### config.mk
export PLATFORM = sky130hd
export DESIGN_NAME = reg_write_queue_flat
export DESIGN_NICKNAME = d
export VERILOG_FILES = /design/src/rtl/reg_write_queue_if.sv /design/src/rtl/reg_write_queue.sv /design/src/flat_wrapper.sv
export SDC_FILE = /design/constraint.sdc
export NUM_CORES = 1
export LEC_CHECK = 0
export CAP_MARGIN = 20
export CORE_MARGIN = 8
export CORE_UTILIZATION = 50
export CTS_CLUSTER_SIZE = 12
export DETAILED_ROUTE_END_ITERATION = 12
export PLACE_DENSITY = 0.73
export SYNTH_ARGS = -nofsm -noshare
export SYNTH_HDL_FRONTEND = slang
export SYNTH_SLANG_ARGS = --single-unit
### constraint.sdc
create_clock -name clk -period 6.8 [get_ports clk]
set_clock_uncertainty 0.1 [all_clocks]
set_input_delay 1.36 -clock clk [delete_from_list [all_inputs] [get_ports clk]]
set_output_delay 1.36 -clock clk [all_outputs]
set_load 0.02 [all_outputs]
### src/rtl/reg_write_queue_if.sv
// Bundle of write-request, register-file drain and read-hazard signals for reg_write_queue.
// Forwarding outputs ra_fwd/rb_fwd exist only when BYPASS_EN is defined.
interface reg_write_queue_if #(
    parameter int N     = 2,
    parameter int W     = 16,
    parameter int DEPTH = 4
);
    localparam int M  = 2 ** N;
    localparam int CW = $clog2(DEPTH) + 1;

    logic          in_valid;
    logic          in_ready;
    logic [N-1:0]  w_adr;
    logic [W-1:0]  w_data;
    logic          stall;
    logic [M-1:0]  we;
    logic [W-1:0]  wd;
    logic [N-1:0]  ra_adr;
    logic [N-1:0]  rb_adr;
    logic          ra_ena;
    logic          rb_ena;
    logic          ra_pend;
    logic          rb_pend;
    logic [CW-1:0] count;
`ifdef BYPASS_EN
    logic [W-1:0]  ra_fwd;
    logic [W-1:0]  rb_fwd;
`endif

    modport master (
        output in_valid, w_adr, w_data, stall, ra_adr, rb_adr, ra_ena, rb_ena,
`ifdef BYPASS_EN
        input  ra_fwd, rb_fwd,
`endif
        input  in_ready, we, wd, ra_pend, rb_pend, count
    );

    modport slave (
        input  in_valid, w_adr, w_data, stall, ra_adr, rb_adr, ra_ena, rb_ena,
`ifdef BYPASS_EN
        output ra_fwd, rb_fwd,
`endif
        output in_ready, we, wd, ra_pend, rb_pend, count
    );
endinterface

### src/rtl/reg_write_queue.sv
// Register-file write queue: FIFO-buffered writes drained as a registered one-hot We plus Wd,
// with read-after-write hazard flags. Optional feature macro: BYPASS_EN (youngest-write forwarding).
module reg_write_queue #(
    parameter int N     = 2,
    parameter int W     = 16,
    parameter int DEPTH = 4
) (
    input logic             clk,
    input logic             reset,
    reg_write_queue_if.slave bus
);
    localparam int M  = 2 ** N;
    localparam int AW = $clog2(DEPTH);
    localparam int CW = AW + 1;

    logic [N-1:0]   adr_mem [DEPTH];
    logic [W-1:0]   data_mem [DEPTH];
    logic [DEPTH-1:0] valid_reg;
    logic [AW-1:0]  head_reg;
    logic [AW-1:0]  tail_reg;
    logic [CW-1:0]  count_reg;
    logic [M-1:0]   we_reg;
    logic [W-1:0]   wd_reg;
    logic           ready;
    logic           push;
    logic           pop;
    logic [DEPTH-1:0] hit_a;
    logic [DEPTH-1:0] hit_b;

    // No pass-through when full: a pop in the same cycle does not free a slot for a push.
    assign ready = (count_reg != CW'(DEPTH)) && !reset;
    assign push  = bus.in_valid && ready;
    assign pop   = (count_reg != '0) && !bus.stall;

    assign bus.in_ready = ready;
    assign bus.we       = we_reg;
    assign bus.wd       = wd_reg;
    assign bus.count    = count_reg;

    always_ff @(posedge clk) begin
        if (push) begin
            adr_mem[tail_reg]  <= bus.w_adr;
            data_mem[tail_reg] <= bus.w_data;
        end
    end

    always_ff @(posedge clk) begin
        if (reset) begin
            head_reg  <= '0;
            tail_reg  <= '0;
            count_reg <= '0;
            valid_reg <= '0;
            we_reg    <= '0;
            wd_reg    <= '0;
        end else begin
            // push and pop never address the same slot: that needs empty (no pop) or full (no push)
            if (push) begin
                valid_reg[tail_reg] <= 1'b1;
                tail_reg            <= tail_reg + 1'b1;
            end
            if (pop) begin
                valid_reg[head_reg] <= 1'b0;
                head_reg            <= head_reg + 1'b1;
                we_reg              <= M'(1) << adr_mem[head_reg];
                wd_reg              <= data_mem[head_reg];
            end else begin
                we_reg <= '0;
            end
            case ({push, pop})
                2'b10:   count_reg <= count_reg + 1'b1;
                2'b01:   count_reg <= count_reg - 1'b1;
                default: count_reg <= count_reg;
            endcase
        end
    end

    generate
        for (genvar gi = 0; gi < DEPTH; gi++) begin : g_hit
            assign hit_a[gi] = valid_reg[gi] && (adr_mem[gi] == bus.ra_adr);
            assign hit_b[gi] = valid_reg[gi] && (adr_mem[gi] == bus.rb_adr);
        end
    endgenerate

    assign bus.ra_pend = bus.ra_ena && ((|hit_a) || we_reg[bus.ra_adr]);
    assign bus.rb_pend = bus.rb_ena && ((|hit_b) || we_reg[bus.rb_adr]);

`ifdef BYPASS_EN
    logic [W-1:0] fwd_a;
    logic [W-1:0] fwd_b;

    // Walk oldest to newest so the youngest matching entry wins; output stage is older than all.
    always_comb begin
        fwd_a = '0;
        fwd_b = '0;
        if (we_reg[bus.ra_adr]) fwd_a = wd_reg;
        if (we_reg[bus.rb_adr]) fwd_b = wd_reg;
        for (int k = 0; k < DEPTH; k++) begin
            if (hit_a[head_reg + AW'(k)]) fwd_a = data_mem[head_reg + AW'(k)];
            if (hit_b[head_reg + AW'(k)]) fwd_b = data_mem[head_reg + AW'(k)];
        end
        if (!bus.ra_pend) fwd_a = '0;
        if (!bus.rb_pend) fwd_b = '0;
    end

    assign bus.ra_fwd = fwd_a;
    assign bus.rb_fwd = fwd_b;
`endif
endmodule

### src/flat_wrapper.sv
// flat-port wrapper written by rule: the top's interface ports become plain ports
module reg_write_queue_flat 
#(
    parameter int N     = 2,
    parameter int W     = 16,
    parameter int DEPTH = 4
)
  (clk, reset, bus_in_valid, bus_w_adr, bus_w_data, bus_stall, bus_ra_adr, bus_rb_adr, bus_ra_ena, bus_rb_ena, bus_in_ready, bus_we, bus_wd, bus_ra_pend, bus_rb_pend, bus_count);
  reg_write_queue_if #(.N(N), .W(W), .DEPTH(DEPTH)) bus_i ();
  input logic clk;
  input logic reset;
  input wire logic [$bits(bus_i.in_valid)-1:0] bus_in_valid;
  input wire logic [$bits(bus_i.w_adr)-1:0] bus_w_adr;
  input wire logic [$bits(bus_i.w_data)-1:0] bus_w_data;
  input wire logic [$bits(bus_i.stall)-1:0] bus_stall;
  input wire logic [$bits(bus_i.ra_adr)-1:0] bus_ra_adr;
  input wire logic [$bits(bus_i.rb_adr)-1:0] bus_rb_adr;
  input wire logic [$bits(bus_i.ra_ena)-1:0] bus_ra_ena;
  input wire logic [$bits(bus_i.rb_ena)-1:0] bus_rb_ena;
  output wire logic [$bits(bus_i.in_ready)-1:0] bus_in_ready;
  output wire logic [$bits(bus_i.we)-1:0] bus_we;
  output wire logic [$bits(bus_i.wd)-1:0] bus_wd;
  output wire logic [$bits(bus_i.ra_pend)-1:0] bus_ra_pend;
  output wire logic [$bits(bus_i.rb_pend)-1:0] bus_rb_pend;
  output wire logic [$bits(bus_i.count)-1:0] bus_count;
  assign bus_i.in_valid = bus_in_valid;
  assign bus_i.w_adr = bus_w_adr;
  assign bus_i.w_data = bus_w_data;
  assign bus_i.stall = bus_stall;
  assign bus_i.ra_adr = bus_ra_adr;
  assign bus_i.rb_adr = bus_rb_adr;
  assign bus_i.ra_ena = bus_ra_ena;
  assign bus_i.rb_ena = bus_rb_ena;
  assign bus_in_ready = bus_i.in_ready;
  assign bus_we = bus_i.we;
  assign bus_wd = bus_i.wd;
  assign bus_ra_pend = bus_i.ra_pend;
  assign bus_rb_pend = bus_i.rb_pend;
  assign bus_count = bus_i.count;
  reg_write_queue #(.N(N), .W(W), .DEPTH(DEPTH)) u_core (.clk(clk), .reset(reset), .bus(bus_i));
endmodule
==> metrics.yaml, run 1 <==
outcome:
  status: "finished, final reports clean"
power_and_ir_drop:
  leakagePower_nw: 1.58
  peakVddDrop_uv: 137
  p_total_mw: 1.57
  power_density_mw_per_mm2: 311
finish:
  seq_area_sq_mm: 0.00282
  drive_gt1_share_pct: 12.5
  syn_to_final_growth_pct: 18.2
  multi_input_area_sq_mm: 0.00132
  antenna_cells: 0
  final_common_cell: "edfxtp_1"
  final_nets: 370
  mostFrequentLayoutCells: "edfxtp_1, clkdlybuf4s50_1, dfxtp_1"
  largest_register_ffs: 64
  nFillCells: 642
logic_synthesis:
  ys_top_cells_by_area: "edfxtp_1, dfxtp_1, mux4_2"
  yosysSeqAreaShare_pct: 66.1
  yosysWarnings: 0
  synth_cell_types: 31
  netlist_area_sq_mm: 0.00427
  ys_ff_latch: 105
  synth_top_area_share_pct: 50.6
  netlist_instances: 283
  muxShareOfSynthArea_pct: 10.9
  synth_compound_area_share_pct: 7.23
  synth_top_family_by_area: "multiplexers"
  synth_fp_nets: 321
  synth-simple-area-share_pct: 6.00
  synth.avg_cell_area_sq_um: 15.1
  synth_adder_area_share_pct: 3.10
  synth.largest_area_cell: "edfxtp_1"
  synthXorXnorAreaFrac_pct: 3.69
place:
  port-buffer-count: 53
  place_congestion: 0.749
  place_hpwl_microns: 5490
drt:
  first_pass_iters: 4
  avgViaCountPerCell: 5.70
  drtIter0Drc: 118
  vias: 2518
  final_antenna_net_count: 0
  wl_per_cell_microns: 19.3
  drc: 0
  wl_microns: 8540
clock_network:
  clkSinkCount: 105
  post_cts_buffers: 0
  cts_resized: 0
  clkSlewWorstSetupHoldPaths_ns: 0.10
  h-tree-depth: 3
  clk_latency_ns: 0.36
  cts_buffers: 9
  cts_buffer_depth: 2
  cts-hold-fix-buffers: 0
  cts-root-buf: "clkbuf_8"
  cts_tree: "built"
grt:
  grt_max_degree: 32
  grt_pass1_wl_microns: 13900
  grt_pass1_vias: 2600
  grt_antenna_before_repair: 0
  grt_usage_pct: 15.4
  grt_overflow: 0
setup_path:
  cp_data_required_time_ns: 5.34
  startpoint_type: "input pin"
  crit_arrival_ns: 3.41
  critPathKind: "in -> out"
  end_kind: "output pin"
  critPathMaxFanout: 5
timing:
  worstMarginPinSlew_ns: 1.02
  hold_viol: 0
  min_period_over_period_pct: 71.7
  tns_ns: 0
  drv_slew: 0
  post-route-min-period_ns: 4.87
  rsz0062_at_grt: "no"
  timing.slew.headroom_pct: 31.7
  setup_viol: 0
  max_freq_mhz: 205
floorplanning:
  die_area_sq_mm: 0.0118
  fp.dieH_microns: 108
  start_util_pct: 51.7
  io_pins: 54
  die_x_microns: 108
  row_count: 33
  coreArea_sq_mm: 0.00826
min_path:
  hold_class: "reg -> reg"
job:
  maxCapViolCount: 0
worst max-delay path: stages:
cell	delay, ns
clkdlybuf4s50_1	0.63
mux4_2	0.54
a31oi_1	0.17
a41oi_1	0.15
clkdlybuf4s50_1	0.57
routing by layer:
layer / track usage (%) / part of all wire (%)
met1: 18.8 / 43
met2: 26.0 / 51
met3: 4.28 / 4.7
met4: 4.99 / 0.94
met5: 0 / 0
cell families after synthesis:
logic type               Yosys count
multiplexers                      21
AND/OR/NAND/NOR                   45
adder cells (fa/ha/maj)           10
buffers and inverters             30
XOR/XNOR                          18
flip-flops                       105
AO/OA/AOI/OAI                     54
report_power, final:
group          switching, mW  internal (mW)
clock network          0.207          0.134
registers             0.0464          0.741
logic                  0.241          0.199
final cells by class:
| class | count | area share, % |
|---|---|---|
| well taps | 105 | 2.60 |
| inverters | 12 | 0.892 |
| multi-input cells | 148 | 26.2 |
| repair buffers | 56 | 11.0 |
| clock inverters | 6 | 0.867 |
| flip-flops and latches | 105 | 55.9 |
| clock buffers | 10 | 2.53 |
Yosys cell counts:
cell type and number:
edfxtp_1 72, buf_2 6, clkinv_1 2, buf_1 1
nor2_1 6, and4_1 1, mux2_4 1, o21ai_0 19
a31oi_1 2, a31o_2 1, nor4b_1 1, buf_6 1
mux4_2 20, or3b_1 1, a41oi_1 6, fa_1 1
inv_1 10, a211oi_1 4, nand3_1 24, nand4_1 2
and3_4 1, or3_1 2, dfxtp_1 33, xor2_1 2
ha_1 9, and2_1 5, clkbuf_1 10, xnor2_1 16
nor3_2 1, a21oi_1 22, nor4bb_1 1
stage by stage:
step / cells / utilization [%] / instance area, sq um / worst slack [ns] / hold WS (ns)
final: 442 / 61.1 / 5050 / 1.93 / 0.384
after global routing: 442 / 61.1 / 5050 / 1.83 / 0.413
after CTS: 441 / 61.0 / 5040 / 1.93 / 0.385
after detailed placement: 425 / 58.9 / 4870 / 1.95 / 0.369
after global placement: 425 / 58.9 / 4870 / 2.00 / 0.369
after floorplan: 283 / - / 4270 / 2.92 / 0.454
path summary, 6_finish.rpt:
path	slack [ns]	start	end	cells past startpoint
worst max-delay path	1.93	bus_ra_adr[0]	bus_ra_pend	5
worst min-delay path	0.38	u_core.bus.wd[9]$_SDFFE_PP0N_	u_core.bus.wd[9]$_SDFFE_PP0N_	2
worst max register to register	4.05	u_core.bus.count[0]$_SDFFE_PP0P_	u_core.bus.count[2]$_SDFFE_PP0P_	9
worst min register to register	0.38	u_core.bus.wd[9]$_SDFFE_PP0N_	u_core.bus.wd[9]$_SDFFE_PP0N_	2
Note: power is estimated with default switching activity, not from simulation.
==> inputs of run 2 (changes only) <==
- CORE_UTILIZATION: 50 -> 49
- PLACE_DENSITY: 0.73 -> 0.75
- clock period: 6.8 -> 3.9 ns (I/O delays scaled with it)
==> run 2 against run 1 <==
Sequential cell count unchanged. Via count is 1.9% higher. Utilization shrank 1.4 points. Count of clock-buffer cells in the layout up 1. Highest routed layer unchanged. Clock power grew 97%. Register-to-register slack got worse by 2.8 ns. First-iteration DRC count grew 30%.
==> metrics.yaml, run 2 (same netlist as run 1, synthesis figures left out) <==
job:
  maxCapViolCount: 0  # unchanged
clock_network:
  post_cts_buffers: 0  # unchanged
  cts-hold-fix-buffers: 0  # unchanged
  cts_buffers: 9  # unchanged
  cts_tree: "built"
  clkSlewWorstSetupHoldPaths_ns: 0.09  # about the same
  clk_latency_ns: 0.35  # about the same
  cts_resized: 0  # unchanged
  h-tree-depth: 3  # unchanged
  clkSinkCount: 105  # unchanged
  cts-root-buf: "clkbuf_8"
  cts_buffer_depth: 2  # unchanged
timing:
  timing.slew.headroom_pct: 33.5  # +1.8 points
  hold_viol: 0  # unchanged
  rsz0062_at_grt: "no"
  max_freq_mhz: 283
  post-route-min-period_ns: 3.53
  tns_ns: 0  # unchanged
  worstMarginPinSlew_ns: 0.996  # -0.0285 ns
  min_period_over_period_pct: 90.6
  setup_viol: 0  # unchanged
  drv_slew: 0  # unchanged
grt:
  grt_max_degree: 31  # -3.1%
  grtUsageMet1_pct: 18.7  # -0.12 points
  top_usage_layer: "met2"
  grt_pass1_vias: 2710  # +4.2%
  met2_usage_pct: 26.2  # +0.20 points
  grt_pass1_wl_microns: 14000  # +0.79%
  use_met3_pct: 3.05  # -1.2 points
  grt_usage_pct: 15.3  # -0.16 points
  grt_overflow: 0  # unchanged
  grt_antenna_before_repair: 0  # unchanged
setup_path:
  startpoint_type: "input pin"
  critPathMaxFanout: 2  # -3
  cp_data_required_time_ns: 3.02  # -2.32 ns
  crit_arrival_ns: 2.65  # -0.76 ns
  end_kind: "output pin"
  critPathKind: "in -> out"
drt:
  drc: 0  # unchanged
  vias: 2565  # +1.9%
  final_antenna_net_count: 0  # unchanged
  wl_microns: 8500  # -0.44%
  wl_per_cell_microns: 18.8  # -2.6%
  avgViaCountPerCell: 5.67  # -0.39%
  first_pass_iters: 4  # unchanged
  drtIter0Drc: 153  # +30%
floorplanning:
  die_x_microns: 109  # +0.86%
  row_count: 34  # +3.0%
  io_pins: 54  # unchanged
  start_util_pct: 49.7  # -2.0 points
  fp.dieH_microns: 109  # +0.86%
  coreArea_sq_mm: 0.00859  # +4.1%
  die_area_sq_mm: 0.0120  # +1.7%
min_path:
  hold_class: "reg -> reg"
finish:
  antenna_cells: 0  # unchanged
  mostFrequentLayoutCells: "edfxtp_1, clkdlybuf4s50_1, dfxtp_1"
  syn_to_final_growth_pct: 20.2
  nFillCells: 658  # +2.5%
  fin_util_pct: 59.7  # -1.4 points
  final_common_cell: "edfxtp_1"
  largest_register_ffs: 64  # unchanged
  fin_area_sq_mm: 0.00513  # +1.7%
  drive_gt1_share_pct: 14.2  # +1.8 points
  final_nets: 377  # +1.9%
power_and_ir_drop:
  leakagePower_nw: 1.63  # +3.2%
  power_density_mw_per_mm2: 546  # +76%
  peakVddDrop_uv: 278  # +100%
  p_total_mw: 2.80  # +79%
place:
  place_congestion: 0.765  # +2.2%
  port-buffer-count: 53  # unchanged
  place_area_sq_mm: 0.00493  # +1.3%
  place_hpwl_microns: 5650  # +2.9%
outcome:
  status: "finished, final reports clean"
==> run 2: cell type report <==
| cell class | instances | area, sq um | area share [%] |
|---|---|---|---|
| multi-input cells | 148 | 1320 | 25.7 |
| flip-flops and latches | 105 | 2820 | 55.0 |
| clock buffers | 11 | 141 | 2.75 |
| well taps | 108 | 135 | 2.63 |
| inverters | 12 | 45.0 | 0.877 |
| clock inverters | 5 | 62.6 | 1.22 |
| repair buffers | 63 | 606 | 11.8 |
==> run 2: worst max-delay path: stages <==
cell and delay, ns:
clkdlybuf4s50_1 0.51, mux4_2 0.50, a31oi_1 0.15, a41oi_1 0.15, clkdlybuf4s50_1 0.56
==> run 2: worst paths after layout <==
kind	startpoint	to	slack (ns)	depth (start not counted)
worst max register to register	u_core.bus.count[0]$_SDFFE_PP0P_	u_core.bus.count[2]$_SDFFE_PP0P_	1.23	9
worst min-delay path	u_core.bus.wd[2]$_SDFFE_PP0N_	u_core.bus.wd[2]$_SDFFE_PP0N_	0.38	2
worst max-delay path	bus_ra_adr[0]	bus_ra_pend	0.37	5
worst min register to register	u_core.bus.wd[2]$_SDFFE_PP0N_	u_core.bus.wd[2]$_SDFFE_PP0N_	0.38	2
==> run 2: per-stage QoR <==
| stage | cells | hold slack (ns) | worst slack [ns] |
|---|---|---|---|
| CTS | 452 | 0.385 | 0.352 |
| global placement | 436 | 0.368 | 0.397 |
| finish | 452 | 0.384 | 0.367 |
| global route | 452 | 0.412 | 0.274 |
| floorplan | 283 | 0.454 | 1.18 |
| detailed placement | 436 | 0.372 | 0.370 |
==> run 2: layer usage <==
metal,up-vias,part of all wire (%)
met5,-,0
met1,1287,41
met4,0,1.8
li1,1191,-
met3,13,6.2
met2,74,51
==> run 2: power by group <==
part | total (mW) | switching, mW | internal [mW]
logic | 0.753 | 0.406 | 0.347
registers | 1.38 | 0.0859 | 1.29
clock network | 0.671 | 0.352 | 0.319
total | 2.80 | 0.844 | 1.96
==> inputs of run 3 (changes only) <==
- CORE_UTILIZATION: 49 -> 40
- HOLD_SLACK_MARGIN: unset -> 0.08
- PLACE_DENSITY: 0.75 -> unset
==> run 3 against run 2 <==
Sequential cell count did not move. Via count fell by 1.6%. Clock power down 9.5%. Non-clock buffer count up 1. Utilization is 10 points lower. Routed wire length grew 3.6%. Setup slack got worse by 0.014 ns. Register-to-register slack improved by 0.02 ns.
==> metrics.yaml, run 3 (same netlist as run 1, synthesis figures left out) <==
outcome:
  status: "finished, final reports clean"
setup_path:
  r2r_start: "u_core.bus.count[2]$_SDFFE_PP0P_"
  critPathKind: "in -> out"
  critPathLaunch: "bus_rb_adr[0]"
  crit_arrival_ns: 2.67  # +0.02 ns
  startpoint_type: "input pin"
  end_kind: "output pin"
  cp_data_required_time_ns: 3.02  # about the same
  critPathMaxFanout: 2  # unchanged
drt:
  vias: 2525  # -1.6%
  wl_per_cell_microns: 18.3  # -2.7%
  wl_microns: 8810  # +3.6%
  drc: 0  # unchanged
  avgViaCountPerCell: 5.25  # -7.5%
  drtIter0Drc: 133  # -13%
  final_antenna_net_count: 0  # unchanged
  first_pass_iters: 4  # unchanged
place:
  place_area_sq_mm: 0.00497  # +0.86%
  port-buffer-count: 53  # unchanged
  place_congestion: 0.783  # +2.3%
  pre_cts_slack_ns: 0.365  # -0.00541 ns
  place_hpwl_microns: 5750  # +1.7%
clock_network:
  clkSlewWorstSetupHoldPaths_ns: 0.11  # +0.02 ns
  cts_resized: 0  # unchanged
  h-tree-depth: 3  # unchanged
  cts_tree: "built"
  clk_latency_ns: 0.35  # about the same
  cts_buffer_depth: 2  # unchanged
  clkSinkCount: 105  # unchanged
  post_cts_buffers: 0  # unchanged
  cts_buffers: 9  # unchanged
  cts-root-buf: "clkbuf_8"
  cts-hold-fix-buffers: 0  # unchanged
timing:
  timing.slew.headroom_pct: 37.1  # +3.5 points
  hold_viol: 0  # unchanged
  post-route-min-period_ns: 3.55  # +0.0136 ns
  setup_viol: 0  # unchanged
  tns_ns: 0  # unchanged
  min_period_over_period_pct: 90.9  # +0.35 points
  rsz0062_at_grt: "no"
  max_freq_mhz: 282  # -0.38%
  drv_slew: 0  # unchanged
  worstMarginPinSlew_ns: 0.943  # -0.0532 ns
  postLayoutSetupSlackWorst_ns: 0.353  # -0.0136 ns
finish:
  mostFrequentLayoutCells: "edfxtp_1, clkdlybuf4s50_1, dfxtp_1"
  syn_to_final_growth_pct: 20.6
  drive_gt1_share_pct: 14.8  # +0.54 points
  final_common_cell: "edfxtp_1"
  fin_area_sq_mm: 0.00515  # +0.34%
  largest_register_ffs: 64  # unchanged
  antenna_cells: 0  # unchanged
  final_nets: 378  # +0.27%
floorplanning:
  coreArea_sq_mm: 0.0104  # +21%
  io_pins: 54  # unchanged
  start_util_pct: 41.2  # -8.5 points
  row_count: 37  # +8.8%
  die_area_sq_mm: 0.0142  # +19%
  fp.dieH_microns: 119  # +9.1%
  die_x_microns: 119  # +9.1%
job:
  maxCapViolCount: 0  # unchanged
grt:
  grt_overflow: 0  # unchanged
  grt_antenna_before_repair: 0  # unchanged
  grt_max_degree: 31  # unchanged
  grt_pass1_wl_microns: 14300  # +2.3%
  grt_usage_pct: 12.7  # -2.5 points
  grt_pass1_vias: 2654  # -2.1%
min_path:
  min_from: "u_core.bus.wd[13]$_SDFFE_PP0N_"
  hold_class: "reg -> reg"
power_and_ir_drop:
  power_density_mw_per_mm2: 533  # -2.2%
  peakVddDrop_uv: 226  # -19%
  leakagePower_nw: 1.62  # -0.34%
[run 3: path summary, 6_finish.rpt]
path	to	slack [ns]	depth (start not counted)
hold reg to reg	u_core.bus.wd[13]$_SDFFE_PP0N_	0.39	2
setup reg to reg	u_core.bus.count[2]$_SDFFE_PP0P_	1.25	9
setup / recovery	bus_rb_pend	0.35	5
hold / removal	u_core.bus.wd[13]$_SDFFE_PP0N_	0.39	2
[run 3: cell type report]
cell class,instances,area (sq um)
fill,938,5220
sequential,105,2820
multi-input combinational,148,1320
timing repair buffer,64,613
tap,136,170
clock buffer,9,124
clock inverter,7,55.1
inverter,12,45.0
[run 3: stage by stage]
stage / total power, mW / util [%] / cells / hold WS (ns)
detailed placement: 2.18 / 47.9 / 465 / 0.369
floorplan: 1.88 / - / 283 / 0.454
global route: 2.90 / 49.7 / 481 / 0.405
finish: 2.75 / 49.7 / 481 / 0.387
CTS: 2.78 / 49.7 / 481 / 0.384
global placement: 2.17 / 47.9 / 465 / 0.370
[run 3: where the power goes]
group	internal, mW	switching (mW)	total [mW]
logic	0.354	0.412	0.765
clock network	0.237	0.370	0.607
registers	1.29	0.0847	1.38
[run 3: routing by layer]
layer	vias up	GRT usage [%]	wire length (microns)	part of all wire [%]
met5	-	0	0	0
met4	0	4.22	86	0.98
met3	7	2.41	411	4.7
met2	62	21.4	4480	51
met1	1267	16.3	3830	44
li1	1189	-	-	-
[run 3: worst max-delay path: stages]
cell             delay, ns
clkdlybuf4s50_1       0.52
mux4_2                0.51
a31oi_1               0.16
a41oi_1               0.14
clkdlybuf4s50_1       0.56
